## config.mk

```make
export PLATFORM = sky130hd
export DESIGN_NAME = dmem_arbiter
export DESIGN_NICKNAME = d
export VERILOG_FILES = /design/src/rtl/dmem_arbiter.sv
export SDC_FILE = /design/constraint.sdc
export NUM_CORES = 1
export LEC_CHECK = 0
export CORE_UTILIZATION = 45
export DETAILED_ROUTE_END_ITERATION = 10
export HOLD_SLACK_MARGIN = 0.02
export PLACE_DENSITY = 0.87
export SLEW_MARGIN = 5
export SYNTH_ARGS = -nofsm -noshare
export SYNTH_HDL_FRONTEND = slang
export SYNTH_SLANG_ARGS = --single-unit
export TNS_END_PERCENT = 30
```

## constraint.sdc

```tcl
create_clock -name i_clk -period 2.9 [get_ports i_clk]
set_input_delay 0.435 -clock i_clk [delete_from_list [all_inputs] [get_ports i_clk]]
set_output_delay 0.435 -clock i_clk [all_outputs]
set_load 0.05 [all_outputs]
```

## src/rtl/dmem_arbiter.sv

```systemverilog
// dmem_arbiter: shares one byte-addressed data memory port between two requesters,
// performs sub-word stores as read-modify-write and formats load data.
// Optional feature: define DMEM_ARB_RR_EN for round-robin arbitration (default: port 0 fixed priority).
module dmem_arbiter #(
  parameter int WIDTH = 32
) (
  input  logic             i_clk,
  input  logic             i_rst_n,
  input  logic             i_req0,
  input  logic             i_req1,
  input  logic             i_we0,
  input  logic             i_we1,
  input  logic [1:0]       i_size0,
  input  logic [1:0]       i_size1,
  input  logic             i_uns0,
  input  logic             i_uns1,
  input  logic [WIDTH-1:0] i_a0,
  input  logic [WIDTH-1:0] i_a1,
  input  logic [WIDTH-1:0] i_wd0,
  input  logic [WIDTH-1:0] i_wd1,
  output logic             o_gnt0,
  output logic             o_gnt1,
  output logic             o_valid0,
  output logic             o_valid1,
  output logic [WIDTH-1:0] o_rdata,
  output logic             o_busy,
  output logic [WIDTH-1:0] o_mem_a,
  output logic [WIDTH-1:0] o_mem_wd,
  output logic             o_mem_we,
  input  logic [WIDTH-1:0] i_mem_rd,
  output logic [1:0]       o_dbg_state
);

  // Handshake: REQx stays high until GNTx; GNTx pulses once when the operands are
  // latched, VALIDx pulses once on completion with RDATA valid in that same cycle.
  typedef enum logic [1:0] {
    S_IDLE     = 2'd0,
    S_ACCESS   = 2'd1,
    S_MERGE_WR = 2'd2,
    S_DONE     = 2'd3
  } state_t;

  state_t           r_state, w_next;
  logic             r_port, r_we, r_uns;
  logic [1:0]       r_size;
  logic [15:0]      r_wd;
  logic             r_gnt0, r_gnt1, r_valid0, r_valid1, r_mem_we;
  logic [WIDTH-1:0] r_mem_a, r_mem_wd, r_rdata;

  logic             w_any_req, w_win, w_win_we, w_win_uns, w_win_sub, w_sub_word;
  logic [1:0]       w_win_size;
  logic [WIDTH-1:0] w_win_a, w_win_wd, w_load_fmt, w_merge;

  assign w_any_req = i_req0 | i_req1;

`ifdef DMEM_ARB_RR_EN
  logic r_last;

  assign w_win = (i_req0 && i_req1) ? ~r_last : i_req1;

  always_ff @(posedge i_clk or negedge i_rst_n) begin
    if (!i_rst_n)                          r_last <= 1'b1;
    else if (r_state == S_IDLE && w_any_req) r_last <= w_win;
  end
`else
  assign w_win = ~i_req0;
`endif

  assign w_win_we   = w_win ? i_we1   : i_we0;
  assign w_win_size = w_win ? i_size1 : i_size0;
  assign w_win_uns  = w_win ? i_uns1  : i_uns0;
  assign w_win_a    = w_win ? i_a1    : i_a0;
  assign w_win_wd   = w_win ? i_wd1   : i_wd0;
  assign w_win_sub  = (w_win_size == 2'b00) || (w_win_size == 2'b01);
  assign w_sub_word = (r_size == 2'b00) || (r_size == 2'b01);

  always_comb begin
    w_load_fmt = i_mem_rd;
    case (r_size)
      2'b00:   w_load_fmt = {{(WIDTH-8){i_mem_rd[7] & ~r_uns}}, i_mem_rd[7:0]};
      2'b01:   w_load_fmt = {{(WIDTH-16){i_mem_rd[15] & ~r_uns}}, i_mem_rd[15:0]};
      default: w_load_fmt = i_mem_rd;
    endcase
  end

  // Merge keeps the untouched upper bytes of the word currently at the latched address.
  assign w_merge = (r_size == 2'b00) ? {i_mem_rd[WIDTH-1:8], r_wd[7:0]}
                                     : {i_mem_rd[WIDTH-1:16], r_wd[15:0]};

  always_comb begin
    w_next = r_state;
    case (r_state)
      S_IDLE:     if (w_any_req) w_next = S_ACCESS;
      S_ACCESS:   w_next = (r_we && w_sub_word) ? S_MERGE_WR : S_DONE;
      S_MERGE_WR: w_next = S_DONE;
      S_DONE:     w_next = S_IDLE;
      default:    w_next = S_IDLE;
    endcase
  end

  always_ff @(posedge i_clk or negedge i_rst_n) begin
    if (!i_rst_n) r_state <= S_IDLE;
    else          r_state <= w_next;
  end

  // r_mem_wd doubles as the merge register for sub-word stores.
  always_ff @(posedge i_clk or negedge i_rst_n) begin
    if (!i_rst_n) begin
      r_port   <= 1'b0;
      r_we     <= 1'b0;
      r_uns    <= 1'b0;
      r_size   <= 2'b00;
      r_wd     <= '0;
      r_gnt0   <= 1'b0;
      r_gnt1   <= 1'b0;
      r_valid0 <= 1'b0;
      r_valid1 <= 1'b0;
      r_mem_we <= 1'b0;
      r_mem_a  <= '0;
      r_mem_wd <= '0;
      r_rdata  <= '0;
    end else begin
      r_gnt0   <= 1'b0;
      r_gnt1   <= 1'b0;
      r_valid0 <= 1'b0;
      r_valid1 <= 1'b0;
      r_mem_we <= 1'b0;
      case (r_state)
        S_IDLE: begin
          if (w_any_req) begin
            r_port  <= w_win;
            r_we    <= w_win_we;
            r_size  <= w_win_size;
            r_uns   <= w_win_uns;
            r_wd    <= w_win_wd[15:0];
            r_mem_a <= w_win_a;
            r_gnt0  <= ~w_win;
            r_gnt1  <= w_win;
            if (w_win_we && !w_win_sub) begin
              r_mem_we <= 1'b1;
              r_mem_wd <= w_win_wd;
            end
          end
        end
        S_ACCESS: begin
          if (!r_we) begin
            r_rdata <= w_load_fmt;
          end else if (w_sub_word) begin
            r_mem_wd <= w_merge;
            r_mem_we <= 1'b1;
          end
        end
        default: ;
      endcase
      if (w_next == S_DONE) begin
        r_valid0 <= ~r_port;
        r_valid1 <= r_port;
      end
    end
  end

  assign o_gnt0      = r_gnt0;
  assign o_gnt1      = r_gnt1;
  assign o_valid0    = r_valid0;
  assign o_valid1    = r_valid1;
  assign o_rdata     = r_rdata;
  assign o_busy      = (r_state != S_IDLE);
  assign o_mem_a     = r_mem_a;
  assign o_mem_wd    = r_mem_wd;
  assign o_mem_we    = r_mem_we;
  assign o_dbg_state = r_state;

endmodule

```

[After elaboration in Yosys (flattened, before gate mapping)]
Index checks and enable logic that the tools add are counted.
Word-level totals
  flip-flop bits (word level): 124
  output and inout port bits: 104
  logic and storage cells: 70
Operators by class
  equal/unequal tests: 10
  muxes and demuxes: 26
  bitwise gates (word level): 7
  reduce and logical (&&, ||, !) cells: 13
Operators by type and width (count)
  two-way mux 32 bit: 6
  one-hot mux 32 bit (2 select lines): 2
  two-way mux 16 bit: 1
  two-way mux 1 bit: 13
  inequality test 2 bit (second input constant): 4
  one-hot mux 2 bit (4 select lines): 1
  equality test 2 x 1 -> 1 bit (second input constant): 3
  equality test 2 bit (second input constant): 3
  logical NOT 2 bit: 3
  AND reduction 5 bit: 1
  two-way mux 2 bit: 2
  NOT 1 bit: 4
  AND reduction 2 bit: 2
  nonzero test 2 bit: 2
  bitwise AND 1 bit: 2
  logical AND 1 bit: 2
  logical OR 1 bit: 2
  one-hot mux 1 bit (2 select lines): 1
  logical NOT 1 bit: 1
  bitwise OR 1 bit: 1

[Depth between registers and ports, before layout]
Gate-level depths: netlist of run 1.
  depth in word-level cells: 8
  depth in mapped cells: 9
  gate-level depth less buffers: 6

[Worst setup path after synthesis of run 1]
No wires, ideal clock.
  kind: register to register
  start: register r_state[0] (netlist: o_dbg_state[0])
  end: register r_mem_wd[21] (netlist: o_mem_wd[21])
  data arrival time: 2050 ps
  data required time: 2772 ps
  slack: 722 ps
  cell stages (with the launch flop): 7
  cell sequence: dfrtp_1 inv_1 ha_1 inv_1 o21ai_2 buf_4 mux2_1
On the way
  longest elaborated chain between the ends: 3
  elaborated cells between the ends (all ways): 9
  classes of those cells: 5 x eq/ne; 1 x mux; 3 x reduce/logical
Ends and longest elaborated chain
  from (decl): RTL line 43  | state_t r_state, w_next;
  from (signal assigned): RTL line 103  | else r_state <= w_next;
  equality test 2 x 1 -> 1 bit or logical NOT 2 bit (tied branches): RTL line 128  | case (r_state)
  inequality test 2 bit (no line) or nonzero test 2 bit (tied branches)
  AND reduction 5 bit (no line)
  to (signal assigned): RTL line 141  | r_mem_wd <= w_win_wd;
  to (signal assigned): RTL line 149  | r_mem_wd <= w_merge;
  to (decl): RTL line 48  | logic [WIDTH-1:0] r_mem_a, r_mem_wd, r_rdata;
Parallel ways exist; a longest one is shown, timed or not.
A chain may end at the register's enable or synchronous reset.

[Worst setup path in the final report of run 1]
  start: register r_state[0] (netlist: o_dbg_state[0])
  end: output port o_busy
On the way
  longest elaborated chain between the ends: 1
Ends and longest elaborated chain
  nonzero test 2 bit: RTL line 167  | assign o_busy = (r_state != S_IDLE);
  to (decl): RTL line 26  | output logic o_busy,
Every way passes these cells.

==> metrics.log, run 1 <==
[metrics] part of the power in combinational logic: 55.0%
[metrics] number of placed I/O pins: 276
[metrics] cell count of the worst reg-to-reg path: 6
[metrics] clock sinks: 124
[metrics] CTS tree: yes
[metrics] hold-fix buffers at CTS: 0
[metrics] Final Setup Violations: 0
[metrics] final routed wire length divided by cell count: 16.8 um
[metrics] power density of the placed cells: 1320 mW/mm^2
[metrics] Worst Hold Class: in -> async
[metrics] count of unresolved DRC violations after routing: 0
[metrics] Fin Hold WS: 57.7 ps
[metrics] crit end category: primary output
[metrics] top-count cell post-synth: dfrtp_1
[metrics] final slew viol count: 0
[metrics] fraction of power consumed by sequential logic: 25.0%
[metrics] total internal power: 6830 uW
[metrics] standard cell core area: 0.0126 mm^2
[metrics] main flop type after synthesis: dfrtp_1
[metrics] standard-cell row count: 41
[metrics] count of flip-flops with a built-in enable after synthesis: 0
[metrics] Setup Slack @ Placement: 572 ps
[metrics] Peak Freq: 374 MHz
[metrics] uppermost layer routed: met4
[metrics] crit path setup slack, layout: 224 ps
[metrics] Static Leak: 0.00409 uW
[metrics] maximum number of buffers from clock root to sink: 2
[metrics] Total Die Area: 0.0134 mm^2
[metrics] Post-Synthesis Cells: 543
[metrics] area overhead of the layout relative to synthesis: 61.0%
[metrics] ant diodes: 0
[metrics] total number of H-tree levels: 4
[metrics] cell type contributing the most total cell area after synthesis: dfrtp_1
[metrics] fraction of synthesized cell area taken by the top area cell type: 53.2%
[metrics] Initial Util: 46.2%
[metrics] buffers inserted by post-CTS timing repair: 0
[metrics] HPWL after detailed placement: 12,300 um
[metrics] cts bufs inserted: 17
[metrics] critical path data required time: 2470 ps
[metrics] clock power share: 20.1%
[metrics] final instance area: 0.00939 mm^2
[metrics] latest clock arrival within the worst-skew pair: 410 ps
[metrics] number of buffers inserted by port buffering: 275
[metrics] cts repair resizes: 0
[metrics] Worst VDD drop: 695 uV
[metrics] worst clock skew: 12.8 ps
[metrics] maximum fanout along the worst path: 8
[metrics] run status: finished clean
[metrics] clock-pin slew on the worst setup and hold paths: 60 ps
[metrics] critical path startpoint category: register
[metrics] RSZ-0062 raised after global routing: false
[metrics] met2 routed wirelength: 8680 um
[metrics] post-route minimum period: 2680 ps
[metrics] die span in x: 116 um
[metrics] Iteration-0 DRC Markers: 268
[metrics] max_cap viols: 0
[metrics] Arrival @ worst endpoint: 2240 ps
[metrics] largest net degree at the start of global routing: 75
[metrics] transition at the pin with the smallest max-transition slack: 677 ps
[metrics] WL met3: 1120 um
[metrics] number of different library cells in the post-synthesis netlist: 26
[metrics] Syn. warnings: 0
[metrics] switching power: 5600 uW
[metrics] hold violation count in the final report: 0
[metrics] sequential cell area fraction in the yosys report: 53.2%
[metrics] number of global-route vias before repair: 5,351
[metrics] setup total negative slack: 0 ps
[metrics] Net Sw Frac: 45.0%
[metrics] wire length of the first global-routing pass: 26,100 um
[metrics] root buffer cell: clkbuf_16
[metrics] chip height: 116 um
[metrics] top post-synthesis cells by area: dfrtp_1 (53%), mux2i_1 (15%), o21ai_0 (6.6%)
[metrics] number of iterations in the first detailed-routing pass: 4
[metrics] via density per instance: 5.14
[metrics] synthesized area: 0.00583 mm^2
[metrics] remaining antenna violation count: 0
[metrics] global-route usage over all layers: 25.5%
[metrics] detailed-route wire length on metal 1: 6450 um
[metrics] Setup Crit Path Kind: reg -> out
[metrics] FF+latch count, synth: 124
[metrics] weighted congestion reported at the end of routability-driven placement: 0.835
[metrics] final routed wirelength across all metal layers: 16,600 um
[metrics] period utilization: 92.3%
[metrics] post-synth net total: 717
[metrics] post-layout net count: 982
[metrics] initial antenna violation count: 0
[metrics] list of most frequent post-synthesis cells: dfrtp_1 (124), mux2i_1 (85), nand2_1 (78)
[metrics] Async S/R FF share, synth: 100%
[metrics] fraction of final layout cells sized beyond drive strength 1: 10.1%
[metrics] relative max-transition margin: 54.7%
[metrics] placed cell areas: 0.00870 mm^2
[metrics] number of inserted filler cells in the final layout: 906
[metrics] total grt overflow: 0
[metrics] average cell area after synthesis: 10.7 um^2
[metrics] total number of vias: 5,102
worst paths after layout:
kind | from | to | slack [ps]
worst max-delay path | o_dbg_state[0] | o_busy | 220
worst min-delay path | i_rst_n | o_mem_wd[2] | 60
min in group i_clk | o_mem_a[13] | o_mem_a[13] | 470
worst max register to register | o_dbg_state[0] | o_mem_wd[16] | 770
worst min register to register | o_mem_a[13] | o_mem_a[13] | 470
max in group asynchronous | i_rst_n | o_rdata[27] | 2110
power groups by stage:
stage                     clock (uW)  combinational (uW)  sequential (uW)
final                           2490                6830             3110
after global routing            2620                7230             3210
after CTS                       2540                6890             3110
after detailed placement           0                6840             3130
after global placement             0                6660             3070
after floorplan                    0                2190             5500
metrics by stage:
stage / utilization [%] / instances / total power [uW]
after floorplan: - / 543 / 7690
after global placement: 68.9 / 961 / 9730
after detailed placement: 68.9 / 961 / 9960
after CTS: 74.4 / 993 / 12500
after global routing: 74.4 / 993 / 13100
final: 74.4 / 993 / 12400
registers in the layout, summed over array words and instances (netlist names), 2 cells and up:
register and count:
o_mem_a 32, o_mem_wd 32, o_rdata 32, r_wd 16
o_dbg_state 2, r_size 2
cells in the final DEF (no fill, tap or decap), drive strengths merged:
master,count
bufinv,7
clkbuf,21
a211oi,1
nand2,78
mux2i,85
inv,4
clkinv,4
nor2,30
and3b,1
ha,2
and3,1
buf,12
a21oi,50
nor3b,1
o21ai,81
nand2b,1
or2,1
mux2,40
clkdlybuf4s50,273
nand3,2
dfrtp,124
and2,1
nor3,1
kinds of logic after synthesis:
family	Yosys count	share of synthesized area [%]
adder cells (fa/ha/maj)	2	0.429
multiplexers	125	22.3
AND/OR/NAND/NOR	117	8.39
AO/OA/AOI/OAI	132	11.4
flip-flops	124	53.2
buffers and inverters	43	4.27
worst max-delay path, stage by stage (launching register included):
cell and delay, ps:
dfrtp_1 390, inv_1 90, ha_1 330, inv_1 180
clkdlybuf4s50_1 850
layout make-up:
cell class,count,area (um^2),area share (%)
tap,172,215,2.29
sequential,124,3100,33.0
clock inverter,11,238,2.53
timing repair buffer,285,2850,30.4
inverter,4,15.0,0.160
clock buffer,21,460,4.90
multi-input combinational,376,2510,26.7
layer usage:
metal | track usage, % | vias up
met2 | 46.8 | 217
li1 | - | 2417
met4 | 10.5 | 0
met1 | 28.4 | 2434
met3 | 5.86 | 34
met5 | 0 | -
(Power assumes the default switching activity.)
==> run 2, diff against run 1 <==
--- a/config.mk
+++ b/config.mk
@@ -5,10 +5,10 @@
 export SDC_FILE = /design/constraint.sdc
 export NUM_CORES = 1
 export LEC_CHECK = 0
-export CORE_UTILIZATION = 45
+export CORE_UTILIZATION = 41
 export DETAILED_ROUTE_END_ITERATION = 10
 export HOLD_SLACK_MARGIN = 0.02
-export PLACE_DENSITY = 0.87
+export PLACE_DENSITY = 0.8
 export SLEW_MARGIN = 5
 export SYNTH_ARGS = -nofsm -noshare
 export SYNTH_HDL_FRONTEND = slang
==> constraint.sdc (replaced) <==
create_clock -name i_clk -period 2.7 [get_ports i_clk]
set_input_delay 0.405 -clock i_clk [delete_from_list [all_inputs] [get_ports i_clk]]
set_output_delay 0.405 -clock i_clk [all_outputs]
set_load 0.05 [all_outputs]
==> metrics.log, run 2 (synthesized netlist as in run 1, its figures left out) <==
[metrics] run status: finished clean
[metrics] remaining antenna violation count: 0
[metrics] total number of vias: 5,154
[metrics] Setup Crit Path Kind: reg -> out
[metrics] final slew viol count: 0
[metrics] root buffer cell: clkbuf_16
[metrics] total grt overflow: 0
[metrics] transition at the pin with the smallest max-transition slack: 739 ps
[metrics] area of the multi-input gates: 0.00251 mm^2
[metrics] Initial Util: 42.0%
[metrics] leading cell type in the layout, fill and taps excluded: clkdlybuf4s50_1
[metrics] via density per instance: 5.14
[metrics] hold violation count in the final report: 0
[metrics] number of buffers inserted by port buffering: 275
[metrics] area overhead of the layout relative to synthesis: 60.7%
[metrics] number of iterations in the first detailed-routing pass: 4
[metrics] global-route usage over all layers: 24.1%
[metrics] maximum fanout along the worst path: 4
[metrics] part of the power in combinational logic: 55.9%
[metrics] Worst VDD drop: 825 uV
[metrics] clock sinks: 124
[metrics] initial antenna violation count: 0
[metrics] final instance area: 0.00938 mm^2
[metrics] relative max-transition margin: 50.8%
[metrics] cts bufs inserted: 17
[metrics] critical path data required time: 2300 ps
[metrics] sequential standard cell area: 0.00310 mm^2
[metrics] Final Setup Violations: 0
[metrics] count of unresolved DRC violations after routing: 0
[metrics] clock power share: 18.5%
[metrics] power density of the placed cells: 1410 mW/mm^2
[metrics] post-layout net count: 984
[metrics] Iteration-0 DRC Markers: 184
[metrics] Static Leak: 0.00407 uW
[metrics] number of inserted filler cells in the final layout: 1,031
[metrics] placed cell areas: 0.00872 mm^2
[metrics] wire length of the first global-routing pass: 26,500 um
[metrics] ant diodes: 0
[metrics] post-route minimum period: 2470 ps
[metrics] switching power: 6070 uW
[metrics] Net Sw Frac: 46.1%
[metrics] total number of H-tree levels: 4
[metrics] setup total negative slack: 0 ps
[metrics] critical path startpoint category: register
[metrics] maximum number of buffers from clock root to sink: 2
[metrics] cts repair resizes: 0
[metrics] max_cap viols: 0
[metrics] buffers inserted by post-CTS timing repair: 0
[metrics] worst clock skew: 9.62 ps
[metrics] Peak Freq: 404 MHz
[metrics] Total Die Area: 0.0147 mm^2
[metrics] standard-cell row count: 43
[metrics] RSZ-0062 raised after global routing: false
[metrics] crit end category: primary output
[metrics] die span in x: 121 um
[metrics] number of placed I/O pins: 276
[metrics] CTS tree: yes
[metrics] clock-pin slew on the worst setup and hold paths: 50 ps
[metrics] HPWL after detailed placement: 13,000 um
[metrics] Arrival @ worst endpoint: 2070 ps
[metrics] standard cell core area: 0.0139 mm^2
[metrics] top library cells by usage in the layout, fill and taps aside: clkdlybuf4s50_1 (273), dfrtp_1 (124), mux2i_1 (85)
[metrics] total power after layout: 13,200 uW
[metrics] fraction of final layout cells sized beyond drive strength 1: 10.4%
[metrics] chip height: 121 um
[metrics] weighted congestion reported at the end of routability-driven placement: 0.857
[metrics] fraction of power consumed by sequential logic: 25.7%
[metrics] total internal power: 7100 uW
[metrics] final routed wire length divided by cell count: 17.1 um
[metrics] latest clock arrival within the worst-skew pair: 420 ps
[metrics] final routed wirelength across all metal layers: 17,200 um
[metrics] period utilization: 91.6%
[metrics] largest net degree at the start of global routing: 73
[metrics] number of global-route vias before repair: 5,328
[metrics] Worst Hold Class: in -> reg
==> run 2: changes by cell type in the layout (fill, tap and decap cells not counted), sizes merged <==
cell / before / now
buf: 12 / 13
dlygate4sd3: 0 / 1
inv: 4 / 5
bufinv: 7 / 4
clkinvlp: 0 / 4
clkbuf: 21 / 19
==> run 2: repair_timing <==
| item | in CTS | in global routing |
|---|---|---|
| hold buffers | 1 | 0 |
| setup endpoints to repair | 0 | 0 |
| hold endpoints to repair | 16 | 0 |
==> run 2: power groups by stage <==
| stage | Sequential [uW] | Combinational (uW) | Clock (uW) |
|---|---|---|---|
| final | 3380 | 7360 | 2430 |
| after global routing | 3500 | 7780 | 2560 |
| after CTS | 3390 | 7400 | 2470 |
| after detailed placement | 3410 | 7360 | 0 |
| after global placement | 3370 | 7200 | 0 |
| after floorplan | 5910 | 2350 | 0 |
==> run 2: layer usage <==
metal,wire [um],GRT usage [%]
met5,0,0
met4,566,12.5
met3,1360,6.44
met2,8960,43.2
met1,6320,25.9
==> run 2: final cells by class <==
cell class,count,share of cell area [%]
clock buffers,19,4.83
well taps,180,2.40
flip-flops and latches,124,33.1
inverters,4,0.160
clock inverters,13,2.03
repair buffers,287,30.7
multi-input cells,376,26.8
==> run 2: metrics by stage <==
step	utilization, %	std cells	worst slack [ps]	hold slack, ps
3_5_place_dp	62.8	970	574	448
4_1_cts	67.5	1003	200	432
5_1_grt	67.5	1003	161	452
6_report	67.5	1003	226	438
2_1_floorplan	-	543	522	109
3_3_place_gp	62.8	970	663	438
==> run 2: path summary, 6_finish.rpt <==
| kind | from | to | slack, ps | cells past startpoint |
|---|---|---|---|---|
| worst min-delay path | i_req0 | o_gnt1 | 440 | 2 |
| worst min register to register | o_mem_a[12] | o_mem_a[12] | 480 | 2 |
| worst max register to register | r_size[1] | o_mem_wd[1] | 700 | 5 |
| max in group asynchronous | i_rst_n | o_mem_a[21] | 1330 | 3 |
| min in group asynchronous | i_rst_n | o_rdata[2] | 550 | 2 |
| worst max-delay path | o_dbg_state[0] | o_busy | 230 | 4 |
==> run 2: worst max-delay path: stages (launching register included) <==
cell and delay [ps]:
dfrtp_1 380, inv_1 80, ha_1 220, inv_1 150, clkdlybuf4s50_1 830
==> run 3, diff against run 2 <==
--- a/config.mk
+++ b/config.mk
@@ -8,6 +8,7 @@
 export CORE_UTILIZATION = 41
 export DETAILED_ROUTE_END_ITERATION = 10
 export HOLD_SLACK_MARGIN = 0.02
+export MAX_ROUTING_LAYER = met4
 export PLACE_DENSITY = 0.8
 export SLEW_MARGIN = 5
 export SYNTH_ARGS = -nofsm -noshare
==> metrics.log, run 3 (synthesized netlist as in run 1, its figures left out) <==
[metrics] global-route usage over all layers: 24.8%
[metrics] final slew viol count: 0
[metrics] total grt overflow: 0
[metrics] power density of the placed cells: 1410 mW/mm^2
[metrics] Initial Util: 42.0%
[metrics] CTS tree: yes
[metrics] period utilization: 91.6%
[metrics] Final Setup Violations: 0
[metrics] clock power share: 18.5%
[metrics] standard cell core area: 0.0139 mm^2
[metrics] chip height: 121 um
[metrics] cell count after placement: 970
[metrics] wire length of the first global-routing pass: 26,500 um
[metrics] buffers inserted by post-CTS timing repair: 0
[metrics] number of iterations in the first detailed-routing pass: 4
[metrics] final routed wirelength across all metal layers: 17,200 um
[metrics] worst clock skew: 9.06 ps
[metrics] critical path data required time: 2300 ps
[metrics] Iteration-0 DRC Markers: 225
[metrics] run status: finished clean
[metrics] worst reg-to-reg setup slack: 700 ps
[metrics] total internal power: 7100 uW
[metrics] Setup Crit Path Kind: reg -> out
[metrics] latest clock arrival within the worst-skew pair: 420 ps
[metrics] fraction of power consumed by sequential logic: 25.7%
[metrics] Worst Hold Class: in -> reg
[metrics] area overhead of the layout relative to synthesis: 60.7%
[metrics] leading cell type in the layout, fill and taps excluded: clkdlybuf4s50_1
[metrics] initial antenna violation count: 0
[metrics] root buffer cell: clkbuf_16
[metrics] Static Leak: 0.00407 uW
[metrics] Total Die Area: 0.0147 mm^2
[metrics] final routed wire length divided by cell count: 17.2 um
[metrics] number of global-route vias before repair: 5,326
[metrics] Net Sw Frac: 46.1%
[metrics] relative max-transition margin: 50.9%
[metrics] number of placed I/O pins: 276
[metrics] clock-pin slew on the worst setup and hold paths: 60 ps
[metrics] top library cells by usage in the layout, fill and taps aside: clkdlybuf4s50_1 (273), dfrtp_1 (124), mux2i_1 (85)
[metrics] switching power: 6080 uW
[metrics] standard-cell row count: 43
[metrics] Arrival @ worst endpoint: 2070 ps
[metrics] RSZ-0062 raised after global routing: false
[metrics] HPWL after detailed placement: 13,000 um
[metrics] post-route minimum period: 2470 ps
[metrics] total power after layout: 13,200 uW
[metrics] ant diodes: 0
[metrics] Max stage delay cell, worst path: clkdlybuf4s50_1
[metrics] number of buffers inserted by port buffering: 275
[metrics] fraction of final layout cells sized beyond drive strength 1: 10.4%
[metrics] cts bufs inserted: 17
[metrics] crit end category: primary output
[metrics] part of the power in combinational logic: 55.8%
[metrics] post-layout net count: 984
[metrics] most frequent cell on the critical path: inv_1
[metrics] count of unresolved DRC violations after routing: 0
[metrics] die span in x: 121 um
[metrics] number of inserted filler cells in the final layout: 1,031
[metrics] clock sinks: 124
[metrics] total number of vias: 5,129
[metrics] Worst VDD drop: 825 uV
[metrics] weighted congestion reported at the end of routability-driven placement: 0.871
[metrics] total number of H-tree levels: 4
[metrics] crit path setup slack, layout: 228 ps
[metrics] hold violation count in the final report: 0
[metrics] transition at the pin with the smallest max-transition slack: 737 ps
[metrics] remaining antenna violation count: 0
[metrics] critical path startpoint category: register
[metrics] maximum number of buffers from clock root to sink: 2
[metrics] via density per instance: 5.11
[metrics] largest net degree at the start of global routing: 73
[metrics] setup total negative slack: 0 ps
[metrics] maximum fanout along the worst path: 4
[metrics] max_cap viols: 0
[metrics] maximum cell stage delay along the critical path: 830 ps
[metrics] ordered list of cells on the worst path: inv_1 > ha_1 > inv_1 > clkdlybuf4s50_1
[metrics] Peak Freq: 405 MHz
[metrics] Setup Slack @ Placement: 574 ps
[metrics] Post-Layout Cell Count: 1,003
## run 3: cell counts in the layout (fill, tap and decap cells not counted)
No cell type changed its count.
## run 3: worst max-delay path, delay by kind of cell, from the launching register on
family	cells	cell delay, ps
buf+inv	3	1060
flops	1	380
fa+ha+maj	1	220
## run 3: layer usage
metal,up-vias,share of wire [%],global-route usage [%]
met2,228,52,43.1
met3,41,6.9,6.02
met1,2439,38,26.5
li1,2421,-,-
met4,0,3.2,11.8
met5,-,0,-
## run 3: timing repair
action,CTS,global route
gates resized for setup,0,0
setup endpoints to repair,0,0
hold buffers,1,0
endpoints found under the hold margin,16,0
## run 3: worst paths after layout
path | end | start | cells past startpoint
setup reg to reg | o_mem_wd[1] | r_size[1] | 5
min in group asynchronous | o_rdata[2] | i_rst_n | 2
hold / removal | o_gnt1 | i_req0 | 2
max in group asynchronous | o_mem_a[21] | i_rst_n | 3
setup / recovery | o_busy | o_dbg_state[0] | 4
hold reg to reg | o_mem_a[12] | o_mem_a[12] | 2
## run 3: cell type report
cell class | count | area [um^2] | share of cell area (%)
timing repair buffer | 287 | 2880 | 30.7
clock inverter | 13 | 190 | 2.03
sequential | 124 | 3100 | 33.1
inverter | 4 | 15.0 | 0.160
multi-input combinational | 376 | 2510 | 26.8
clock buffer | 19 | 453 | 4.83
tap | 180 | 225 | 2.40
## run 3: power by group through the flow
stage	clock network, uW	registers [uW]	logic, uW
6_report	2440	3380	7360
5_1_grt	2570	3500	7780
4_1_cts	2470	3390	7400
3_5_place_dp	0	3410	7360
3_3_place_gp	0	3370	7200
2_1_floorplan	0	5910	2350
## run 3: stage by stage
step / utilization (%) / hold slack, ps / cell area, um^2
2_1_floorplan: - / 109 / 5830
3_3_place_gp: 62.8 / 438 / 8720
3_5_place_dp: 62.8 / 448 / 8720
4_1_cts: 67.5 / 432 / 9380
5_1_grt: 67.5 / 449 / 9380
6_report: 67.5 / 432 / 9380
